`src/rtl/fpga_cfg_pkg.sv`:
```
// Shared definitions for the connection-block configuration loader:
// frame geometry, per-field slices and the loader FSM encoding.
package fpga_cfg_pkg;

    localparam int CBLK_CFG_W = 18;

    // Field slices within one connection-block frame
    localparam int V_HI  = 17;
    localparam int V_LO  = 12;
    localparam int LU_HI = 11;
    localparam int LU_LO = 9;
    localparam int DR_HI = 8;
    localparam int DR_LO = 6;
    localparam int UR_HI = 5;
    localparam int UR_LO = 3;
    localparam int LD_HI = 2;
    localparam int LD_LO = 0;

    typedef enum logic [2:0] {
        IDLE  = 3'd0,
        SHIFT = 3'd1,
        SETUP = 3'd2,
        WRITE = 3'd3,
        HOLD  = 3'd4,
        DONE  = 3'd5
    } ldr_state_e;

endpackage

```
`src/rtl/cblock_cfg_loader_if.sv`:
```
// Bitstream handshake plus the shared frame bus toward the connection blocks.
interface cblock_cfg_loader_if #(
    parameter int N_CBLK  = 4,
    parameter int FRAME_W = 18
);
    logic                cfg_start;
    logic                cfg_din;
    logic                cfg_valid;
    logic                cfg_ready;
    logic [FRAME_W-1:0]  cblk_bits;
    logic [N_CBLK-1:0]   cblk_wr_en;
    logic                busy;
    logic                done;
    logic                start_err;

    modport master (
        output cfg_start, cfg_din, cfg_valid,
        input  cfg_ready, cblk_bits, cblk_wr_en, busy, done, start_err
    );

    modport slave (
        input  cfg_start, cfg_din, cfg_valid,
        output cfg_ready, cblk_bits, cblk_wr_en, busy, done, start_err
    );
endinterface

```
`src/rtl/cblock_cfg_loader_shreg.sv`:
```
// Serial-in/parallel-out frame assembler; frame_o already includes the bit
// being shifted this cycle so the caller can launch it on the final accept edge.
module cfg_shift_reg
    import fpga_cfg_pkg::*;
#(
    parameter int FRAME_W = CBLK_CFG_W
) (
    input  logic               clk,
    input  logic               rst_n,
    input  logic               clr_i,
    input  logic               shift_en_i,
    input  logic               din_i,
    output logic [FRAME_W-1:0] frame_o,
    output logic               frame_full_o
);
    localparam int CNT_W = $clog2(FRAME_W);

    logic [FRAME_W-1:0] shreg_q, shreg_d;
    logic [CNT_W-1:0]   cnt_q, cnt_d;

    assign shreg_d      = {shreg_q[FRAME_W-2:0], din_i};
    assign frame_o      = shreg_d;
    assign frame_full_o = shift_en_i && (cnt_q == CNT_W'(FRAME_W-1));

    always_comb begin
        cnt_d = cnt_q;
        if (clr_i || frame_full_o)
            cnt_d = '0;
        else if (shift_en_i)
            cnt_d = cnt_q + CNT_W'(1);
    end

    always_ff @(posedge clk) begin
        if (!rst_n) begin
            shreg_q <= '0;
            cnt_q   <= '0;
        end else begin
            cnt_q <= cnt_d;
            if (shift_en_i)
                shreg_q <= shreg_d;
        end
    end
endmodule

```
`src/rtl/cblock_cfg_loader.sv`:
```
// Loads N_CBLK serial frames and writes each to its connection block with a
// latch-enable pulse framed by one stable-bits cycle on either side.
module cblock_cfg_loader
    import fpga_cfg_pkg::*;
#(
    parameter int N_CBLK   = 4,
    parameter int FRAME_W  = CBLK_CFG_W,
    parameter int WR_PULSE = 2
) (
    input  logic                clk,
    input  logic                rst_n,
    cblock_cfg_loader_if.slave  bus
);
    localparam int IDX_W = (N_CBLK > 1) ? $clog2(N_CBLK) : 1;
    localparam int PW    = (WR_PULSE > 1) ? $clog2(WR_PULSE) : 1;

    ldr_state_e          state_q;
    logic [IDX_W-1:0]    frame_idx_q;
    logic [PW-1:0]       pulse_cnt_q;
    logic [FRAME_W-1:0]  bits_q;
    logic [N_CBLK-1:0]   wr_en_q;
    logic                busy_q;
    logic                done_q;
    logic                err_q;

    logic                xfer;
    logic                frame_full;
    logic [FRAME_W-1:0]  frame_nxt;

    assign bus.cfg_ready  = (state_q == SHIFT);
    assign xfer           = bus.cfg_valid && (state_q == SHIFT);
    assign bus.cblk_bits  = bits_q;
    assign bus.cblk_wr_en = wr_en_q;
    assign bus.busy       = busy_q;
    assign bus.done       = done_q;
    assign bus.start_err  = err_q;

    cfg_shift_reg #(.FRAME_W(FRAME_W)) u_shreg (
        .clk          (clk),
        .rst_n        (rst_n),
        .clr_i        (state_q == IDLE),
        .shift_en_i   (xfer),
        .din_i        (bus.cfg_din),
        .frame_o      (frame_nxt),
        .frame_full_o (frame_full)
    );

    always_ff @(posedge clk) begin
        if (!rst_n) begin
            state_q     <= IDLE;
            frame_idx_q <= '0;
            pulse_cnt_q <= '0;
            bits_q      <= '0;
            wr_en_q     <= '0;
            busy_q      <= 1'b0;
            done_q      <= 1'b0;
            err_q       <= 1'b0;
        end else begin
            done_q <= 1'b0;
            // A start outside IDLE (including DONE) never restarts the load
            if (bus.cfg_start && state_q != IDLE)
                err_q <= 1'b1;

            case (state_q)
                IDLE: begin
                    frame_idx_q <= '0;
                    if (bus.cfg_start) begin
                        state_q <= SHIFT;
                        busy_q  <= 1'b1;
                        err_q   <= 1'b0;
                    end
                end
                SHIFT: begin
                    if (frame_full) begin
                        bits_q  <= frame_nxt;
                        state_q <= SETUP;
                    end
                end
                SETUP: begin
                    wr_en_q     <= N_CBLK'(1) << frame_idx_q;
                    pulse_cnt_q <= '0;
                    state_q     <= WRITE;
                end
                WRITE: begin
                    if (pulse_cnt_q == PW'(WR_PULSE-1)) begin
                        wr_en_q <= '0;
                        state_q <= HOLD;
                    end else begin
                        pulse_cnt_q <= pulse_cnt_q + PW'(1);
                    end
                end
                HOLD: begin
                    if (frame_idx_q == IDX_W'(N_CBLK-1)) begin
                        done_q  <= 1'b1;
                        state_q <= DONE;
                    end else begin
                        frame_idx_q <= frame_idx_q + IDX_W'(1);
                        state_q     <= SHIFT;
                    end
                end
                DONE: begin
                    busy_q  <= 1'b0;
                    state_q <= IDLE;
                end
                default: state_q <= IDLE;
            endcase
        end
    end
endmodule

```
`src/flat_wrapper.sv`:
```
// flat-port wrapper written by rule: the top's interface ports become plain ports
module cblock_cfg_loader_flat import fpga_cfg_pkg::*;
#(
    parameter int N_CBLK   = 4,
    parameter int FRAME_W  = CBLK_CFG_W,
    parameter int WR_PULSE = 2
)
  (clk, rst_n, bus_cfg_start, bus_cfg_din, bus_cfg_valid, bus_cfg_ready, bus_cblk_bits, bus_cblk_wr_en, bus_busy, bus_done, bus_start_err);
  cblock_cfg_loader_if #(.N_CBLK(N_CBLK), .FRAME_W(FRAME_W)) bus_i ();
  input  logic clk;
  input  logic rst_n;
  input wire logic [$bits(bus_i.cfg_start)-1:0] bus_cfg_start;
  input wire logic [$bits(bus_i.cfg_din)-1:0] bus_cfg_din;
  input wire logic [$bits(bus_i.cfg_valid)-1:0] bus_cfg_valid;
  output wire logic [$bits(bus_i.cfg_ready)-1:0] bus_cfg_ready;
  output wire logic [$bits(bus_i.cblk_bits)-1:0] bus_cblk_bits;
  output wire logic [$bits(bus_i.cblk_wr_en)-1:0] bus_cblk_wr_en;
  output wire logic [$bits(bus_i.busy)-1:0] bus_busy;
  output wire logic [$bits(bus_i.done)-1:0] bus_done;
  output wire logic [$bits(bus_i.start_err)-1:0] bus_start_err;
  assign bus_i.cfg_start = bus_cfg_start;
  assign bus_i.cfg_din = bus_cfg_din;
  assign bus_i.cfg_valid = bus_cfg_valid;
  assign bus_cfg_ready = bus_i.cfg_ready;
  assign bus_cblk_bits = bus_i.cblk_bits;
  assign bus_cblk_wr_en = bus_i.cblk_wr_en;
  assign bus_busy = bus_i.busy;
  assign bus_done = bus_i.done;
  assign bus_start_err = bus_i.start_err;
  cblock_cfg_loader #(.N_CBLK(N_CBLK), .FRAME_W(FRAME_W), .WR_PULSE(WR_PULSE)) u_core (.clk(clk), .rst_n(rst_n), .bus(bus_i));
endmodule
```
`config.mk`:
```
export PLATFORM = sky130hd
export DESIGN_NAME = cblock_cfg_loader_flat
export DESIGN_NICKNAME = d
export VERILOG_FILES = /design/src/rtl/fpga_cfg_pkg.sv /design/src/rtl/cblock_cfg_loader_if.sv /design/src/rtl/cblock_cfg_loader_shreg.sv /design/src/rtl/cblock_cfg_loader.sv /design/src/flat_wrapper.sv
export SDC_FILE = /design/constraint.sdc
export NUM_CORES = 1
export LEC_CHECK = 0
export ABC_AREA = 0
export BUFFER_PORTS_ARGS = -buffer_cell sky130_fd_sc_hd__buf_2
export CORE_MARGIN = 8
export CORE_UTILIZATION = 49
export CTS_CLUSTER_DIAMETER = 30
export DETAILED_ROUTE_END_ITERATION = 6
export GPL_TIMING_DRIVEN = 0
export HOLD_SLACK_MARGIN = 0.06
export PLACE_DENSITY = 0.7
export RECOVER_POWER = 100
export SLEW_MARGIN = 40
export SYNTH_ARGS = -nofsm -noshare
export SYNTH_HDL_FRONTEND = slang
export SYNTH_SLANG_ARGS = --single-unit
export TNS_END_PERCENT = 50
```
`constraint.sdc`:
```
create_clock -name clk -period 3.5 [get_ports clk]
set_clock_uncertainty 0.05 [all_clocks]
set_input_delay 0.175 -clock clk [delete_from_list [all_inputs] [get_ports clk]]
set_output_delay 0.175 -clock clk [all_outputs]
set_load 0.1 [all_outputs]
```
==> results_dict.tcl, run 1 <==
set metrics [dict create \
    drt_pass1_iterations 5 \
    synth_nets 268 \
    postSynthAreaPerCell_um2 8.34 \
    p_switching_mw 0.254 \
    status "complete, no violations" \
    routed_wl_um 4630 \
    netlist_area_um2 2140 \
    dpl.hpwl_um 3280 \
    ys_seq_elements 53 \
    ir_drop_mv 0.226 \
    clockPowerShare_pct 34.5 \
    gp_congestion 0.775 \
    layout-drive-gt1-share_pct 5.07 \
    fillers 420 \
    cts_inserted_buffers 5 \
    setup_viol 0 \
    swShare_pct 24.5 \
    post_drt_wl_per_cell_um 13.3 \
    coreArea_um2 4290 \
    syn-instance-count 257 \
    drv_slew 0 \
    synth-async-reset-ratio_pct 0 \
    hold_class "in -> reg" \
    netlist_top_cells_area "dfxtp_1, a21oi_1, nand2_1, o21ai_0, nand3_1" \
    start_util_pct 49.9 \
    synth_edf_count 0 \
    drt_iter0_markers 166 \
    grt_util_all_layers_pct 14.9 \
    clkTransAtPathRegs_ns 0.10 \
    grt_pass1_wl_um 8020 \
    combPwrFrac_pct 6.7 \
    rows 24 \
    fin_util_pct 56.5 \
    max_freq_ghz 0.413 \
    cp-start-kind "flip-flop" \
    cp-end-kind "output port" \
    cts_root_buffer "clkbuf_8" \
    ys_seq_area_share_pct 49.5 \
    cp.arrival_ns 2.20 \
    yosysMostFrequentCell "dfxtp_1" \
    seq_area_um2 1060 \
    slew-limit-headroom_pct 21.8 \
    synth_top_area_share_pct 49.5 \
    dp_slack_ns 1.86 \
    cts_buffer_depth 2 \
    tightest_slew_ns 1.18 \
    pin_count 31 \
    num_vias 1875 \
    drv_cap 0 \
    worstPathMaxFanout 10 \
    timing.final.crit_period_ns 2.42 \
    synth_common_cells "dfxtp_1, a21oi_1, nand2_1, o21ai_0, nand3_1" \
    yosysUniqueCellTypes 32 \
    yosysWarnings 0 \
    ys.flop_type "dfxtp_1" \
    p_int_mw 0.782 \
    die_area_um2 6750 \
    flow.area_growth_from_synthesis_pct 13.1 \
    yosysTopAreaCell "dfxtp_1" \
    grt_overflow 0 \
    diodes 0 \
    rsz0062_at_grt "false" \
    drc 0 \
    dieWidth_um 82.2 \
    p_per_area_nw_per_um2 427 \
    p_seq_share_pct 58.8 \
    port-buffer-count 30 \
    p_leak_nw 0.796 \
    fin_crit_sh_pct 69.2 \
    die_y_um 82.2 \
    setup_tns_ns 0 \
    finalPower_mw 1.04 \
    setup_ws_ns 1.08 \
    hold_violations 0 \
    ant_nets 0 \
    clk_latency_ns 0.31 \
    cts_tree "built" \
    grt_pass1_vias 1810 \
    ctsResizeCount 0 \
    cp_data_required_time_ns 3.27 \
    cts.htree.levels 2 \
    grt_max_degree 17 \
    grt_antenna_before_repair 0 \
    critPathKind "reg -> out" \
    multi_input_area_um2 975 \
    fin_nets 306 \
    clock_sinks 53 \
    vias_per_cell 5.39 \
]
## kinds of logic (layout without fill, tap and decap cells)
kind of cell,Yosys count,after routing,share of synthesized area [%]
AND/OR/NAND/NOR,89,89,20.4
AO/OA/AOI/OAI,83,83,21.1
flip-flops,53,53,49.5
buffers and inverters,25,64,5.08
adder cells (fa/ha/maj),6,6,3.50
multiplexers,1,1,0.467
## routing by layer
metal	global-route usage (%)	part of all wire, %	up-vias
li1	-	-	974
met1	18.5	48	866
met2	24.9	47	30
met3	3.57	4.1	5
met4	4.91	1.2	0
met5	0	0	-
## worst max-delay path, stage by stage (launching register included)
cell and delay (ns):
dfxtp_1 0.44, clkbuf_1 0.35, nor3b_1 0.22, clkbuf_1 0.88
## registers in the layout, indices dropped and copies added (netlist names), named ones only
name and flops:
u_core.bus.cblk_bits 18, u_core.frame_idx_q 2, u_core.u_shreg.cnt_q 5, u_core.pulse_cnt_q 1, u_core.bus.cblk_wr_en 4, u_core.bus.done 1
u_core.state_q 3, u_core.u_shreg.shreg_q 17, u_core.bus.busy 1
## power groups by stage
stage / logic (mW) / registers [mW] / clock network, mW
6_report: 0.0689 / 0.609 / 0.357
5_1_grt: 0.0754 / 0.610 / 0.391
4_1_cts: 0.0708 / 0.609 / 0.368
3_5_place_dp: 0.0695 / 0.623 / 0
3_3_place_gp: 0.0695 / 0.623 / 0
2_1_floorplan: 0.0389 / 0.637 / 0
## layout make-up
class,instances,area share [%]
Buffer,20,3.35
Clock buffer,6,3.41
Clock inverter,2,0.568
Inverter,5,0.774
Multi-Input combinational cell,179,40.2
Sequential cell,53,43.8
Tap cell,52,2.68
Timing Repair Buffer,31,5.26
## stage by stage
step                      hold slack (ns)  cell area, um2  cells
final                              0.0730            2420    348
after global routing               0.0867            2420    348
after CTS                          0.0677            2470    348
after detailed placement            0.368            2360    339
after global placement              0.364            2360    339
after floorplan                     0.221            2140    257
## cell usage in the layout (no fill, tap or decap), types with 6 or more instances in the layout
master and count:
clkbuf_1 43, a21oi_1 46, o21ai_0 25, ha_1 6
nand3_1 21, nor2_1 6, dfxtp_1 53, clkbuf_8 6
nand2_1 42, buf_2 6
## timing repair
item,in CTS,in global routing
hold buffers,1,0
hold endpoints to repair,1,0
buffers inserted,0,0
## worst paths after layout
path	start	end	slack [ns]	depth (start not counted)
worst min-delay path	bus_cfg_din	u_core.u_shreg.shreg_q[0]	0.07	3
worst max-delay path	u_core.state_q[0]	bus_cfg_ready	1.08	3
worst min register to register	u_core.u_shreg.shreg_q[5]	u_core.u_shreg.shreg_q[6]	0.42	2
worst max register to register	u_core.u_shreg.cnt_q[0]	u_core.bus.cblk_bits[17]	1.42	6
Note: power is estimated with default switching activity, not from simulation.
==> run 2, diff against run 1 <==
clock period = 2.39 ns   (was 3.5 ns; I/O delays follow)
==> run 2 against run 1 <==
Compared with the run above: sequential share of layout area down 0.73 points; utilization is 0.96 points higher; non-clock buffer count rose by 1; clock-buffer cell count did not move; sequential cell count unchanged; worst setup slack worse by 0.65 ns; die area stayed put; clock power rose by 79%; via count up 0.85%.
==> results_dict.tcl, run 2 (synthesis results as in run 1) <==
set metrics [dict create \
    grt_max_degree 17 \
    cp-end-kind "output port" \
    drv_slew 0 \
    grt_pass1_vias 1707 \
    drt_iter0_markers 171 \
    diodes 0 \
    fillers 425 \
    p_switching_mw 0.382 \
    finalPower_mw 1.63 \
    cts_buffer_depth 2 \
    ctsResizeCount 0 \
    swShare_pct 23.4 \
    dieWidth_um 82.2 \
    drv_cap 0 \
    tightest_slew_ns 1.18 \
    fin_crit_sh_pct 82.0 \
    stdcell_area_um2 2470 \
    post_drt_wl_per_cell_um 13.4 \
    routed_wl_um 4690 \
    clkTransAtPathRegs_ns 0.10 \
    worstReg2RegEnd "u_core.bus.cblk_bits[15]" \
    slew-limit-headroom_pct 21.6 \
    drc 0 \
    multi_input_area_um2 980 \
    ant_nets 0 \
    p_seq_share_pct 54.6 \
    timing.final.crit_period_ns 1.96 \
    cts_root_buffer "clkbuf_8" \
    ir_drop_mv 0.339 \
    largest_reg_flops 18 \
    port-buffer-count 30 \
    p_int_mw 1.25 \
    path_buf_inv 2 \
    crit_chain "clkbuf_1 > nor3b_2 > clkbuf_2" \
    seq_area_um2 1060 \
    drt_pass1_iterations 4 \
    setup_tns_ns 0 \
    fin_nets 307 \
    hold_depth 4 \
    max_freq_ghz 0.510 \
    final_cell_mix "dfxtp_1, a21oi_1, nand2_1" \
    post_dp_cell_area_um2 2360 \
    num_vias 1891 \
    hold_end "u_core.state_q[0]" \
    hold_start "rst_n" \
    combPwrFrac_pct 6.3 \
    cp.arrival_ns 1.79 \
    cts.htree.levels 2 \
    cts_inserted_buffers 5 \
    vias_per_cell 5.42 \
    p_leak_nw 0.818 \
    die_y_um 82.2 \
    grt-busiest-layer "met2" \
    hold_class "in -> reg" \
    clock_sinks 53 \
    grt_pass1_wl_um 7790 \
    setup_viol 0 \
    die_area_um2 6750 \
    worstPathMaxFanout 10 \
    p_per_area_nw_per_um2 663 \
    grt_util_met3_pct 4.44 \
    grt_antenna_before_repair 0 \
    slowest_stage "clkbuf_2" \
    grt_use_met1_pct 17.7 \
    gp_congestion 0.771 \
    rsz0062_at_grt "false" \
    start_util_pct 49.9 \
    cts_tree "built" \
    slowest_delay_ns 0.47 \
    postCtsSetupBuffers 0 \
    holdWs_ns 0.105 \
    clk_latency_ns 0.31 \
    critPathKind "reg -> out" \
    cp-start-kind "flip-flop" \
    status "complete, no violations" \
    cp_data_required_time_ns 2.22 \
    clockPowerShare_pct 39.1 \
    final_common_cell "dfxtp_1" \
    reg2reg_from "u_core.u_shreg.cnt_q[0]" \
    grt_util_all_layers_pct 14.7 \
    critPathTopFamily "buffers and inverters" \
    worst-r2r-cell-count 6 \
    grt_overflow 0 \
    rows 24 \
    hold_violations 0 \
    flow.area_growth_from_synthesis_pct 15.0 \
    r2r_slack_ns 0.45 \
    coreArea_um2 4290 \
    pin_count 31 \
    layout-drive-gt1-share_pct 6.06 \
    met2_usage_pct 24.4 \
    dpl.hpwl_um 3330 \
]
[run 2: layout make-up]
| cell class | count | share of cell area [%] |
|---|---|---|
| flip-flops and latches | 53 | 43.0 |
| multi-input cells | 179 | 39.7 |
| repair buffers | 32 | 5.63 |
| clock buffers | 6 | 3.35 |
| plain buffers | 20 | 3.35 |
| well taps | 52 | 2.64 |
| clock inverters | 2 | 1.52 |
| inverters | 5 | 0.761 |
[run 2: metal layers]
metal  up-vias  routed length, um  part of all wire (%)
li1        975                  -                     -
met5         -                  0                     0
met2        22               2250                    48
met4         0                 54                   1.2
met3         5                221                   4.7
met1       889               2160                    46
[run 2: worst reg2reg max path, cell delays in order, from the launching register on]
cell and delay [ns]:
dfxtp_1 0.41, ha_1 0.20, and4bb_1 0.28, clkbuf_1 0.38, buf_2 0.30, nand3_1 0.12
a21oi_1 0.15
[run 2: power groups by stage]
stage	clock network (mW)	logic [mW]	registers (mW)
floorplan	0	0.0573	0.932
global placement	0	0.102	0.913
detailed placement	0	0.103	0.913
CTS	0.643	0.105	0.892
global route	0.684	0.111	0.893
finish	0.639	0.103	0.892
[run 2: worst max path at each step]
stage                                  from                  endpoint  slack, ns  depth (start not counted)
global route        u_core.u_shreg.cnt_q[0]  u_core.bus.cblk_bits[16]       0.25                          6
global placement    u_core.u_shreg.cnt_q[0]  u_core.bus.cblk_bits[17]       0.74                          6
CTS                       u_core.state_q[0]             bus_cfg_ready       0.46                          3
floorplan                 u_core.state_q[0]             bus_cfg_ready       0.32                          2
finish                    u_core.state_q[0]             bus_cfg_ready       0.43                          3
detailed placement  u_core.u_shreg.cnt_q[0]  u_core.bus.cblk_bits[15]       0.70                          6
[run 2: stage by stage]
step / std cells / worst slack [ns] / util (%)
2_1_floorplan: 257 / 0.317 / -
3_3_place_gp: 339 / 0.742 / 55.1
3_5_place_dp: 339 / 0.703 / 55.1
4_1_cts: 349 / 0.462 / 58.3
5_1_grt: 349 / 0.246 / 57.4
6_report: 349 / 0.431 / 57.4
[run 2: what timing repair did]
item | CTS | global route
hold endpoints to repair | 3 | 0
hold buffers | 2 | 0
endpoints found under the setup margin | 0 | 0
==> run 3, diff against run 2 <==
PLACE_DENSITY = 0.73   (was 0.7)
clock period = 1.8 ns   (was 2.39 ns; I/O delays follow)
==> run 3 against run 2 <==
Compared with the run above: combinational power increased by 37%; register-to-register slack got worse by 0.32 ns; sequential share of layout area decreased by 0.43 points; non-clock buffer count unchanged; worst setup slack got worse by 0.33 ns; cell area increased by 1.0%; clock-buffer cell count unchanged; die area unchanged; sequential power increased by 32%; critical path type unchanged; highest routed layer unchanged.
==> results_dict.tcl, run 3 (synthesis results as in run 1) <==
set metrics [dict create \
    flow.area_growth_from_synthesis_pct 16.2 \
    final_cell_mix "dfxtp_1, a21oi_1, nand2_1" \
    drt_pass1_iterations 4 \
    place_inst 339 \
    start_util_pct 49.9 \
    port-buffer-count 30 \
    pin_count 31 \
    clkTransAtPathRegs_ns 0.09 \
    ir_drop_mv 0.550 \
    critPathKind "reg -> out" \
    cp-startpoint "u_core.state_q[0]" \
    die_y_um 82.2 \
    routed_wl_um 4890 \
    vias_per_cell 5.41 \
    hold_class "in -> reg" \
    p_per_area_nw_per_um2 818 \
    crit_chain "clkbuf_2 > nor3b_4 > clkbuf_4" \
    hold_start "rst_n" \
    num_vias 1887 \
    cp-start-kind "flip-flop" \
    grt_max_degree 17 \
    layout-drive-gt1-share_pct 16.2 \
    cts_inserted_buffers 5 \
    fin_nets 307 \
    slew-limit-headroom_pct 63.7 \
    diodes 0 \
    cts_tree "built" \
    drc 0 \
    dieWidth_um 82.2 \
    largest_reg_flops 18 \
    final_common_cell "dfxtp_1" \
    critPathTopFamily "buffers and inverters" \
    cts_buffer_depth 2 \
    hold_end "u_core.state_q[0]" \
    fin_cells 349 \
    status "complete, no violations" \
    grt_util_all_layers_pct 15.4 \
    worst-r2r-cell-count 6 \
    r2r_slack_ns 0.13 \
    setup_tns_ns 0 \
    postCtsSetupBuffers 0 \
    clk_latency_ns 0.31 \
    grt_overflow 0 \
    worstPathMaxFanout 10 \
    p_leak_nw 0.912 \
    cp-end-kind "output port" \
    coreArea_um2 4290 \
    grt_pass1_vias 1780 \
    grt_pass1_wl_um 8090 \
    path_buf_inv 2 \
    hold_depth 4 \
    timing.final.crit_period_ns 1.70 \
    max_freq_ghz 0.587 \
    fin_crit_sh_pct 94.7 \
    tightest_slew_ns 0.547 \
    die_area_um2 6750 \
    clock_sinks 53 \
    setup_ws_ns 0.0960 \
    cts_root_buffer "clkbuf_8" \
    worstReg2RegEnd "u_core.bus.cblk_bits[15]" \
    hold_violations 0 \
    drt_iter0_markers 81 \
    fillers 416 \
    cts.htree.levels 2 \
    post_drt_wl_per_cell_um 14.0 \
    dp_slack_ns 0.150 \
    drv_cap 0 \
    setup_viol 0 \
    rows 24 \
    grt_antenna_before_repair 0 \
    slowest_stage "dfxtp_1" \
    ant_nets 0 \
    slowest_delay_ns 0.45 \
    gp_congestion 0.818 \
    rsz0062_at_grt "false" \
    cp.arrival_ns 1.56 \
    drv_slew 0 \
    dpl.hpwl_um 3340 \
    reg2reg_from "u_core.u_shreg.cnt_q[0]" \
    cp_data_required_time_ns 1.66 \
]
run 3: cell types whose count changed in the layout (fill, tap and decap cells not counted), sizes merged:
cell,delta
buf,+2
clkbuf,-2
clkinv,+2
bufinv,-1
clkinvlp,-1
run 3: power breakdown:
part / total, mW / internal [mW] / switching [mW]
combinational: 0.141 / 0.0354 / 0.106
sequential: 1.18 / 1.18 / 0.00624
clock: 0.711 / 0.313 / 0.399
run 3: layer usage:
metal / wire (um) / vias up / track usage [%] / part of all wire [%]
li1: - / 979 / - / -
met1: 2210 / 858 / 18.1 / 45
met2: 2300 / 42 / 25.4 / 47
met3: 286 / 8 / 4.76 / 5.9
met4: 97 / 0 / 6.32 / 2.0
met5: 0 / - / 0 / 0
run 3: how the worst max path moves through the flow:
stage                                           to  slack [ns]  cells past startpoint
after floorplan                      bus_cfg_ready        0.12                      2
after global placement    u_core.bus.cblk_bits[15]        0.15                      6
after detailed placement  u_core.bus.cblk_bits[15]        0.15                      6
after CTS                            bus_cfg_ready       0.009                      3
after global routing      u_core.bus.cblk_bits[15]       0.002                      6
final                                bus_cfg_ready         0.1                      3
run 3: cell type report:
cell class / count / area, um2 / area share, %
buffer: 20 / 91.3 / 3.67
clock buffer: 6 / 82.6 / 3.31
clock inverter: 2 / 13.8 / 0.552
inverter: 5 / 18.8 / 0.753
multi-input combinational: 179 / 986 / 39.6
sequential: 53 / 1060 / 42.6
tap: 52 / 65.1 / 2.61
timing repair buffer: 32 / 173 / 6.93
run 3: through the flow:
stage	power [mW]	utilization [%]	hold slack (ns)	cell area, um2
CTS	2.04	58.0	0.0710	2490
global placement	1.35	55.2	0.268	2370
global route	2.10	58.0	0.0894	2490
detailed placement	1.35	55.2	0.270	2370
finish	2.04	58.0	0.0735	2490
floorplan	1.32	-	0.136	2160
run 3: timing repair:
item                                   4_1_cts  5_1_grt
gates resized for setup                      1        2
pin swaps                                    0        0
endpoints found under the hold margin        3        0
cloned                                       0        0
hold buffers                                 2        0
setup endpoints to repair                    1        1
run 3: worst reg2reg max path, cell delays in order (launching register included):
cell and delay (ns):
dfxtp_1 0.40, ha_1 0.18, and4bb_1 0.27, buf_4 0.21
buf_2 0.24, nand3_1 0.11, a21oi_1 0.15
